===== config.mk =====
export PLATFORM = sky130hd
export DESIGN_NAME = resampler_axis_tx
export DESIGN_NICKNAME = d
export VERILOG_FILES = /design/src/rtl/resampler_axis_tx.sv
export SDC_FILE = /design/constraint.sdc
export NUM_CORES = 1
export LEC_CHECK = 0
export BUFFER_PORTS_ARGS = -buffer_cell sky130_fd_sc_hd__buf_2
export CELL_PAD_IN_SITES_DETAIL_PLACEMENT = 2
export CELL_PAD_IN_SITES_GLOBAL_PLACEMENT = 2
export CORE_ASPECT_RATIO = 0.7
export CORE_UTILIZATION = 47
export DETAILED_ROUTE_END_ITERATION = 8
export PLACE_DENSITY = 0.85
export SLEW_MARGIN = 5
export SYNTH_ARGS = -nofsm -noshare
export SYNTH_HDL_FRONTEND = slang
export SYNTH_SLANG_ARGS = --single-unit

===== constraint.sdc =====
create_clock -name clk_i -period 6.6 [get_ports clk_i]
set_input_delay 1.65 -clock clk_i [delete_from_list [all_inputs] [get_ports clk_i]]
set_output_delay 1.65 -clock clk_i [all_outputs]
set_load 0.02 [all_outputs]

===== src/rtl/resampler_axis_tx.sv =====
// Backpressured AXI-Stream master for the resampler output: small FIFO, tlast framing,
// and drop-with-count when storage is full so the upstream DSP chain never stalls.
module resampler_axis_tx #(
  parameter int CH_NUM      = 2,
  parameter int DATA_WIDTH  = 16,
  parameter int FIFO_DEPTH  = 16,
  parameter int FRAME_WIDTH = 16,
  parameter int DROP_WIDTH  = 16
) (
  input  logic                                clk_i,
  input  logic                                rst_i,
  input  logic                                en_i,
  input  logic                                clear_i,
  input  logic [FRAME_WIDTH-1:0]              frame_len_i,
  input  logic                                tvalid_i,
  input  logic [CH_NUM*DATA_WIDTH-1:0]        tdata_i,
  output logic                                m_axis_tvalid,
  input  logic                                m_axis_tready,
  output logic [CH_NUM*DATA_WIDTH-1:0]        m_axis_tdata,
  output logic                                m_axis_tlast,
  output logic [$clog2(FIFO_DEPTH+2)-1:0]     level_o,
  output logic                                overflow_o,
  output logic [DROP_WIDTH-1:0]               drop_cnt_o
);

  localparam int DW = CH_NUM * DATA_WIDTH;
  localparam int AW = $clog2(FIFO_DEPTH);
  localparam int LW = $clog2(FIFO_DEPTH + 2);

  typedef enum logic {
    ST_EMPTY = 1'b0,
    ST_FULL  = 1'b1
  } out_state_t;

  // Each storage entry carries the sample plus the tlast bit decided at write time.
  logic [DW:0]            r_mem [FIFO_DEPTH];
  logic [AW-1:0]          r_wrPtr;
  logic [AW-1:0]          r_rdPtr;
  logic [AW:0]            r_count;
  out_state_t             r_state;
  out_state_t             w_stateNext;
  logic [DW-1:0]          r_tdata;
  logic                   r_tlast;
  logic [FRAME_WIDTH-1:0] r_frameCnt;
  logic [FRAME_WIDTH-1:0] r_frameLen;
  logic                   r_overflow;
  logic [DROP_WIDTH-1:0]  r_dropCnt;

  logic                   w_full;
  logic                   w_notEmpty;
  logic                   w_wr;
  logic                   w_drop;
  logic                   w_load;
  logic [FRAME_WIDTH-1:0] w_curLen;
  logic [FRAME_WIDTH-1:0] w_lenMinus1;
  logic                   w_lastHit;

  // Full is judged on registered occupancy only, so a same-cycle read never frees a slot.
  assign w_full     = (r_count == (AW+1)'(FIFO_DEPTH));
  assign w_notEmpty = (r_count != '0);
  assign w_wr       = tvalid_i && en_i && !w_full;
  assign w_drop     = tvalid_i && en_i && w_full;

  // A new frame length is only sampled while the counter sits at the start of a frame.
  assign w_curLen    = (r_frameCnt == '0) ? frame_len_i : r_frameLen;
  assign w_lenMinus1 = w_curLen - FRAME_WIDTH'(1);
  assign w_lastHit   = (w_curLen != '0) && (r_frameCnt == w_lenMinus1);

  always_ff @(posedge clk_i) begin
    if (w_wr) begin
      r_mem[r_wrPtr] <= {w_lastHit, tdata_i};
    end
  end

  always_ff @(posedge clk_i) begin
    if (rst_i) begin
      r_wrPtr <= '0;
      r_rdPtr <= '0;
      r_count <= '0;
    end else begin
      if (w_wr) begin
        r_wrPtr <= r_wrPtr + AW'(1);
      end
      if (w_load) begin
        r_rdPtr <= r_rdPtr + AW'(1);
      end
      case ({w_wr, w_load})
        2'b10:   r_count <= r_count + (AW+1)'(1);
        2'b01:   r_count <= r_count - (AW+1)'(1);
        default: r_count <= r_count;
      endcase
    end
  end

  always_ff @(posedge clk_i) begin
    if (rst_i) begin
      r_frameCnt <= '0;
      r_frameLen <= '0;
    end else if (w_wr) begin
      if (r_frameCnt == '0) begin
        r_frameLen <= frame_len_i;
      end
      if (w_lastHit || (w_curLen == '0)) begin
        r_frameCnt <= '0;
      end else begin
        r_frameCnt <= r_frameCnt + FRAME_WIDTH'(1);
      end
    end
  end

  // Clear has priority over a coincident drop; later drops count from zero again.
  always_ff @(posedge clk_i) begin
    if (rst_i) begin
      r_overflow <= 1'b0;
      r_dropCnt  <= '0;
    end else if (clear_i) begin
      r_overflow <= 1'b0;
      r_dropCnt  <= '0;
    end else if (w_drop) begin
      r_overflow <= 1'b1;
      if (r_dropCnt != '1) begin
        r_dropCnt <= r_dropCnt + DROP_WIDTH'(1);
      end
    end
  end

  always_ff @(posedge clk_i) begin
    if (rst_i) begin
      r_state <= ST_EMPTY;
    end else begin
      r_state <= w_stateNext;
    end
  end

  always_comb begin
    w_stateNext = r_state;
    w_load      = 1'b0;
    case (r_state)
      ST_EMPTY: begin
        if (w_notEmpty) begin
          w_load      = 1'b1;
          w_stateNext = ST_FULL;
        end
      end
      ST_FULL: begin
        if (m_axis_tready) begin
          if (w_notEmpty) begin
            w_load = 1'b1;
          end else begin
            w_stateNext = ST_EMPTY;
          end
        end
      end
      default: begin
        w_stateNext = ST_EMPTY;
      end
    endcase
  end

  // The output register only changes on a load, which keeps data stable while stalled.
  always_ff @(posedge clk_i) begin
    if (rst_i) begin
      r_tdata <= '0;
      r_tlast <= 1'b0;
    end else if (w_load) begin
      {r_tlast, r_tdata} <= r_mem[r_rdPtr];
    end
  end

  assign m_axis_tvalid = (r_state == ST_FULL);
  assign m_axis_tdata  = r_tdata;
  assign m_axis_tlast  = r_tlast;
  assign level_o       = LW'(r_count) + LW'(r_state == ST_FULL);
  assign overflow_o    = r_overflow;
  assign drop_cnt_o    = r_dropCnt;

endmodule


## Word-level counts from Yosys, hierarchy flattened

Memory sizes are Yosys's and may differ from the RTL's. A register that Yosys moved wholly into a read port is not among the register bits.
Index checks and enable logic that the tools add are counted.

| storage, ports and cells | value |
|---|---|
| register bits after elaboration | 63 |
| RAM bits | 528 |
| input bits | 54 |
| output and inout bits | 56 |
| logic and storage cells | 46 |
| memories | 1 |

Memory list:

| name | depth | bits a word | rd ports | clocked after Yosys merged registers in | write ports | RTL line | text |
|---|---|---|---|---|---|---|---|
| r_mem | 16 | 33 | 1 | 1 | 1 | 36 | `logic [DW:0] r_mem [FIFO_DEPTH];` |

| operators by class | value |
|---|---|
| $add $sub $neg | 8 |
| equality and inequality tests | 5 |
| mux-type cells | 10 |
| bitwise operators | 1 |
| reductions and logical operators | 13 |

Operator list:

| kind | count |
|---|---|
| $add A16 B1 Y16 const B | 2 |
| $logic_not A16 Y1 | 2 |
| $mux W16 | 2 |
| $eq A16 B16 Y1 | 1 |
| $ne A16 B16 Y1 const B | 1 |
| $reduce_bool A16 Y1 | 1 |
| $sub A16 B1 Y16 const B | 1 |
| $pmux W5 S2 | 1 |
| $add A4 B1 Y4 const B | 2 |
| $add A5 B1 Y5 | 1 |
| $add A5 B1 Y5 const B | 1 |
| $eq A5 B5 Y1 const B | 1 |
| $mux W1 | 5 |
| $reduce_bool A5 Y1 | 1 |
| $sub A5 B1 Y5 const B | 1 |
| $logic_and A1 B1 Y1 | 4 |
| $pmux W1 S2 | 2 |
| $eq A2 B1 Y1 const B | 1 |
| $eq A2 B2 Y1 const B | 1 |
| $reduce_and A2 Y1 | 1 |
| $reduce_bool A2 Y1 | 1 |
| $reduce_or A2 Y1 | 1 |
| $logic_not A1 Y1 | 1 |
| $logic_or A1 B1 Y1 | 1 |
| $not A1 Y1 | 1 |

## Logic depth before layout (Yosys ltp)

| logic depth | value |
|---|---|
| word-level depth | 7 |
| gate-level depth with buffers | 17 |
| depth with buffers taken out | 15 |

## Worst setup path before layout

OpenSTA, ideal clock, no wires.

| timing | value |
|---|---|
| kind | input to register |
| start | input port tvalid_i |
| end | memory r_mem[0][0] (netlist name) (enable) |
| setup time | 0.464 ns |
| arrival time | 4.829 ns |
| data required time | 6.136 ns |
| setup slack | 1.306 ns |
| stages | 5 |
| path buffers | 2 |
| cells stage by stage | and3_1 > clkbuf_1 > clkbuf_1 > nand2_1 > nor3_1 |

| between the ends | value |
|---|---|
| word-level cells in the longest chain between the ends | 4 |

RTL lines:

| item | RTL line | text |
|---|---|---|
| start: declaration | 15 | `input logic tvalid_i,` |
| $logic_and A1 B1 Y1 (2 in series) | 61 | `assign w_wr = tvalid_i && en_i && !w_full;` |
| $mux W1 | 70 | `if (w_wr) begin` |
| $mux W1 (implied by the code) | 71 | `r_mem[r_wrPtr] <= {w_lastHit, tdata_i};` |
| end: declaration | 36 |  |

No other way between the ends.

## Final worst setup path

| timing | value |
|---|---|
| start | register r_frameCnt[11] |
| end | register r_frameCnt[4] |

| between the ends | value |
|---|---|
| word-level cells in the longest chain between the ends | 7 |
| elaborated cells on any way between the ends | 9 |
| those cells by class | add/sub: 1; eq/ne: 1; mux: 2; reduce/logical: 5 |

RTL lines:

| item | RTL line | text |
|---|---|---|
| start: declaration | 44 | `logic [FRAME_WIDTH-1:0] r_frameCnt;` |
| start signal: assignment | 106 | `r_frameCnt <= r_frameCnt + FRAME_WIDTH'(1);` |
| $logic_not A16 Y1 | 65 | `assign w_curLen = (r_frameCnt == '0) ? frame_len_i : r_frameLen;` |
| $mux W16 | n/a |  |
| $sub A16 B1 Y16 | 66 | `assign w_lenMinus1 = w_curLen - FRAME_WIDTH'(1);` |
| $eq A16 B16 Y1 | 67 | `assign w_lastHit = (w_curLen != '0) && (r_frameCnt == w_lenMinus1);` |
| $logic_and A1 B1 Y1 | 67 |  |
| $logic_or A1 B1 Y1 (*) | 103 | `if (w_lastHit \|\| (w_curLen == '0)) begin` |
| $mux W16 (*) | 103 |  |

Mark *: on every way between the ends. The rest lies on a longest branch, timed or not.
A chain may end at the register's enable or synchronous reset.

==> results.md <==
- Routed wire length: 74,400 um
- Overall routing resource usage: 27.8%
- # clock sinks: roughly 620
- Grt ovf: 0
- Final #Nets: around 1,600
- Outcome: complete, no violations
- Worst Skew: about 0.022 ns
- Static Leakage: approximately 9.2 nW
- Cts hold-fix bufs: 0
- Count leader, synth: edfxtp_1
- Drt pass-1 iters: 5
- Post-synthesis cell count: ~1,400
- Die width: 278 um
- Tightest Hold Check Type: flip-flop to flip-flop
- Pwr Density: ~370 nW/um^2
- Share of the yosys chip area belonging to registers: between 70% and 80%
- Clk slew on worst S/H paths: 0.07 ns
- Yosys top cell by area: edfxtp_1
- Setup crit end kind: flip-flop
- Vias: approximately 14,000
- DRT iter0 DRCs: around 1,500
- Max Buffers Root-to-Sink: 3
- Ys flop type: edfxtp_1
- Post-Place Worst Slack: between 1 and 1.5 ns
- Multi-input logic area: 6940 um^2
- Max-slew violations: 0
- CTS Buf Count: 60
- CTS tree: done
- Net Count, Synth: about 1,400
- Setup TNS: 0 ns
- Largest net degree at the start of global routing: approximately 110
- Minimum clock period: around 5.7 ns
- Filler cells: between 4,000 and 5,000
- Metal-1 WL: 30,200 um
- Netlist Area Pre-Place: 25,000 um^2
- Max Cap Violations: 0
- Period utilization: 85.9%
- Crit path DAT: around 6.1 ns
- Largest stage delay, worst path: between 0.8 and 0.9 ns
- H-Tree Depth: 2
- Max FO, Critical Path: 15
- Startpoint types: flip-flop
- Worst Path Required: roughly 7 ns
- Vias/cell: a little over 6
- Reg-to-Reg Start: r_frameCnt[11]
- Ordered list of cells on the worst path: or4_4 > or4_1 > nor2_4 > mux2i_1 > ha_1 > nand2b_1 > or4_1 > o21ai_0 > o2111ai_1 > a22o_1 > o311ai_4 > a21oi_1
- Layout cells sized above 1: between 20 and 30%
- DR top layer: met5
- Final hold vios: 0
- Initial antenna violation count: 4
- Register area: 17,800 um^2
- WP buf/inv: 0
- WL met3: 4750 um
- Actual slew at the worst max-slew pin: around 1.3 ns
- RSZ-0062 raised after global routing: false
- Crit-path most repeated cell: or4_1
- WS Path Type: flip-flop to flip-flop
- Setup-failing EPs final: 0
- RePlAce Congestion: 0.877
- Full die area: between 50,000 and 60,000 um^2
- Starting density of the core: 47.7%
- FP Rows: 70
- Synth cell types: 60
- Highest clock rate: about 180 MHz
- Dpl hpwl: approximately 46,000 um
- Post-CTS Setup Inserts: 0
- Most frequent cells after synthesis: edfxtp_1 (528), mux4_2 (165), dfxtp_1 (96)
- Synth async-reset ratio: 0%
- Routed wl met2: roughly 37,000 um
- Number of top-level pins: 110
- Area fraction of the dominant cell type after synthesis: 63.5%
- Synth top area cells: edfxtp_1 (63%), mux4_2 (15%), dfxtp_1 (7.7%), nand2_1 (1.4%), mux2i_1 (1.2%)
- Avg WL per Cell: 33.2 um
- CTS resizes: 0
- Largest delay share family, worst path: simple AND/OR/NAND/NOR gates
- Root buffer cell: clkbuf_16
- CP max-delay cell: o311ai_4
- Relative slew slack: 14.8%
- Area growth syn-to-layout: 13.8%
- Critical path startpoint: r_frameCnt[11]
- Die height: 195 um
- Max VDD drop: 0.232 mV
- Synthesis-stage register bit count: 624
- Syn. warnings: 0
- First-pass GRT wire length: around 110,000 um
- Clock latency on the worst-skew pair: approximately 0.64 ns
- Min-delay src: m_axis_tdata[7]
- Port bufs: ~110
- Mean Syn Cell Area: 18.2 um^2
- Final WS setup: just over 0.9 ns
- Post-synth EDFFs: around 530
- Vias in the first global route: between 15,000 and 20,000
- DRC: 0
- Core outline area: 52,400 um^2
- Final ANT Viol Nets: 0
==> sequential cells by signal, indices dropped and copies added, names as in the netlist <==
| register | count |
|---|---|
| m_axis_tvalid | 1 |
| r_rdPtr | 4 |
| r_count | 5 |
| m_axis_tdata | 32 |
| drop_cnt_o | 16 |
| r_frameCnt | 16 |
| overflow_o | 1 |
| r_mem | 528 |
| r_frameLen | 16 |
| r_wrPtr | 4 |
| m_axis_tlast | 1 |
==> layer usage <==
metal	vias to the layer above	GRT usage (%)
li1	5757	-
met1	7513	36.8
met2	539	47.0
met3	140	4.95
met4	4	8.61
met5	-	0
==> where the power goes <==
part           total [mW]  switching (mW)  internal (mW)
registers            4.63           0.208           4.42
clock network        3.47            1.52           1.95
logic                2.40            1.36           1.04
total                10.5            3.08           7.42
==> metrics by stage <==
step / hold WS, ns / utilization [%] / cell area, um^2 / total power [mW] / std cells
after global routing: 0.477 / 54.2 / 28400 / 10.8 / 2241
after CTS: 0.463 / 54.2 / 28400 / 10.6 / 2240
after global placement: 0.435 / 50.5 / 26500 / 6.93 / 2127
after detailed placement: 0.452 / 50.5 / 26500 / 7.10 / 2127
final: 0.460 / 54.2 / 28400 / 10.5 / 2242
after floorplan: 0.486 / - / 25000 / 6.30 / 1376
==> worst min-delay path: cells and delay by family, from the launching register on <==
kind | cells | cell delay, ns
AO/OA/AOI/OAI | 1 | 0.05
flip-flops | 1 | 0.31
AND/OR/NAND/NOR | 1 | 0.05
==> cells by family (layout without fill, tap and decap cells) <==
family	Yosys count	after routing	share of synthesized area [%]
AOI/OAI and AO/OA	107	107	2.73
xor gates and xnor gates	67	67	2.40
adders and majority gates	16	16	0.832
buffers and inverters	92	272	1.54
DFF	624	624	71.2
muxes	195	195	16.1
other	0	2	0
and+or+nand+nor	275	275	5.23
==> cells in the final DEF (no fill, tap or decap), types with 12 or more instances in the layout <==
cell,synthesis,routed
edfxtp_1,528,528
xnor2_1,33,33
dfxtp_1,96,92
clkbuf_16,0,60
nor2_1,71,59
nand3_1,17,17
nand4_1,15,15
clkbuf_1,53,22
nand2_1,92,92
nor3_1,16,12
ha_1,15,15
a21oi_1,55,55
mux2i_1,29,29
nor2_4,1,13
buf_4,1,33
buf_2,2,109
mux4_2,165,165
xor2_1,33,33
nor4_1,14,14
inv_1,15,15
==> path summary, 6_finish.rpt <==
kind,to,slack [ns],cells after the start
worst max register to register,r_frameCnt[4],0.93,12
worst max-delay path,r_frameCnt[4],0.93,12
worst min-delay path,m_axis_tdata[7],0.46,2
worst min register to register,m_axis_tdata[7],0.46,2
==> area by class of cell <==
cell class	count	area share (%)
inverter	16	0.211
sequential	624	62.6
clock inverter	22	0.872
multi-input combinational	660	24.4
tap	684	3.01
antenna	2	0.0176
clock buffer	91	6.01
timing repair buffer	143	2.86
No activity file was read; power rests on OpenSTA's default activity.
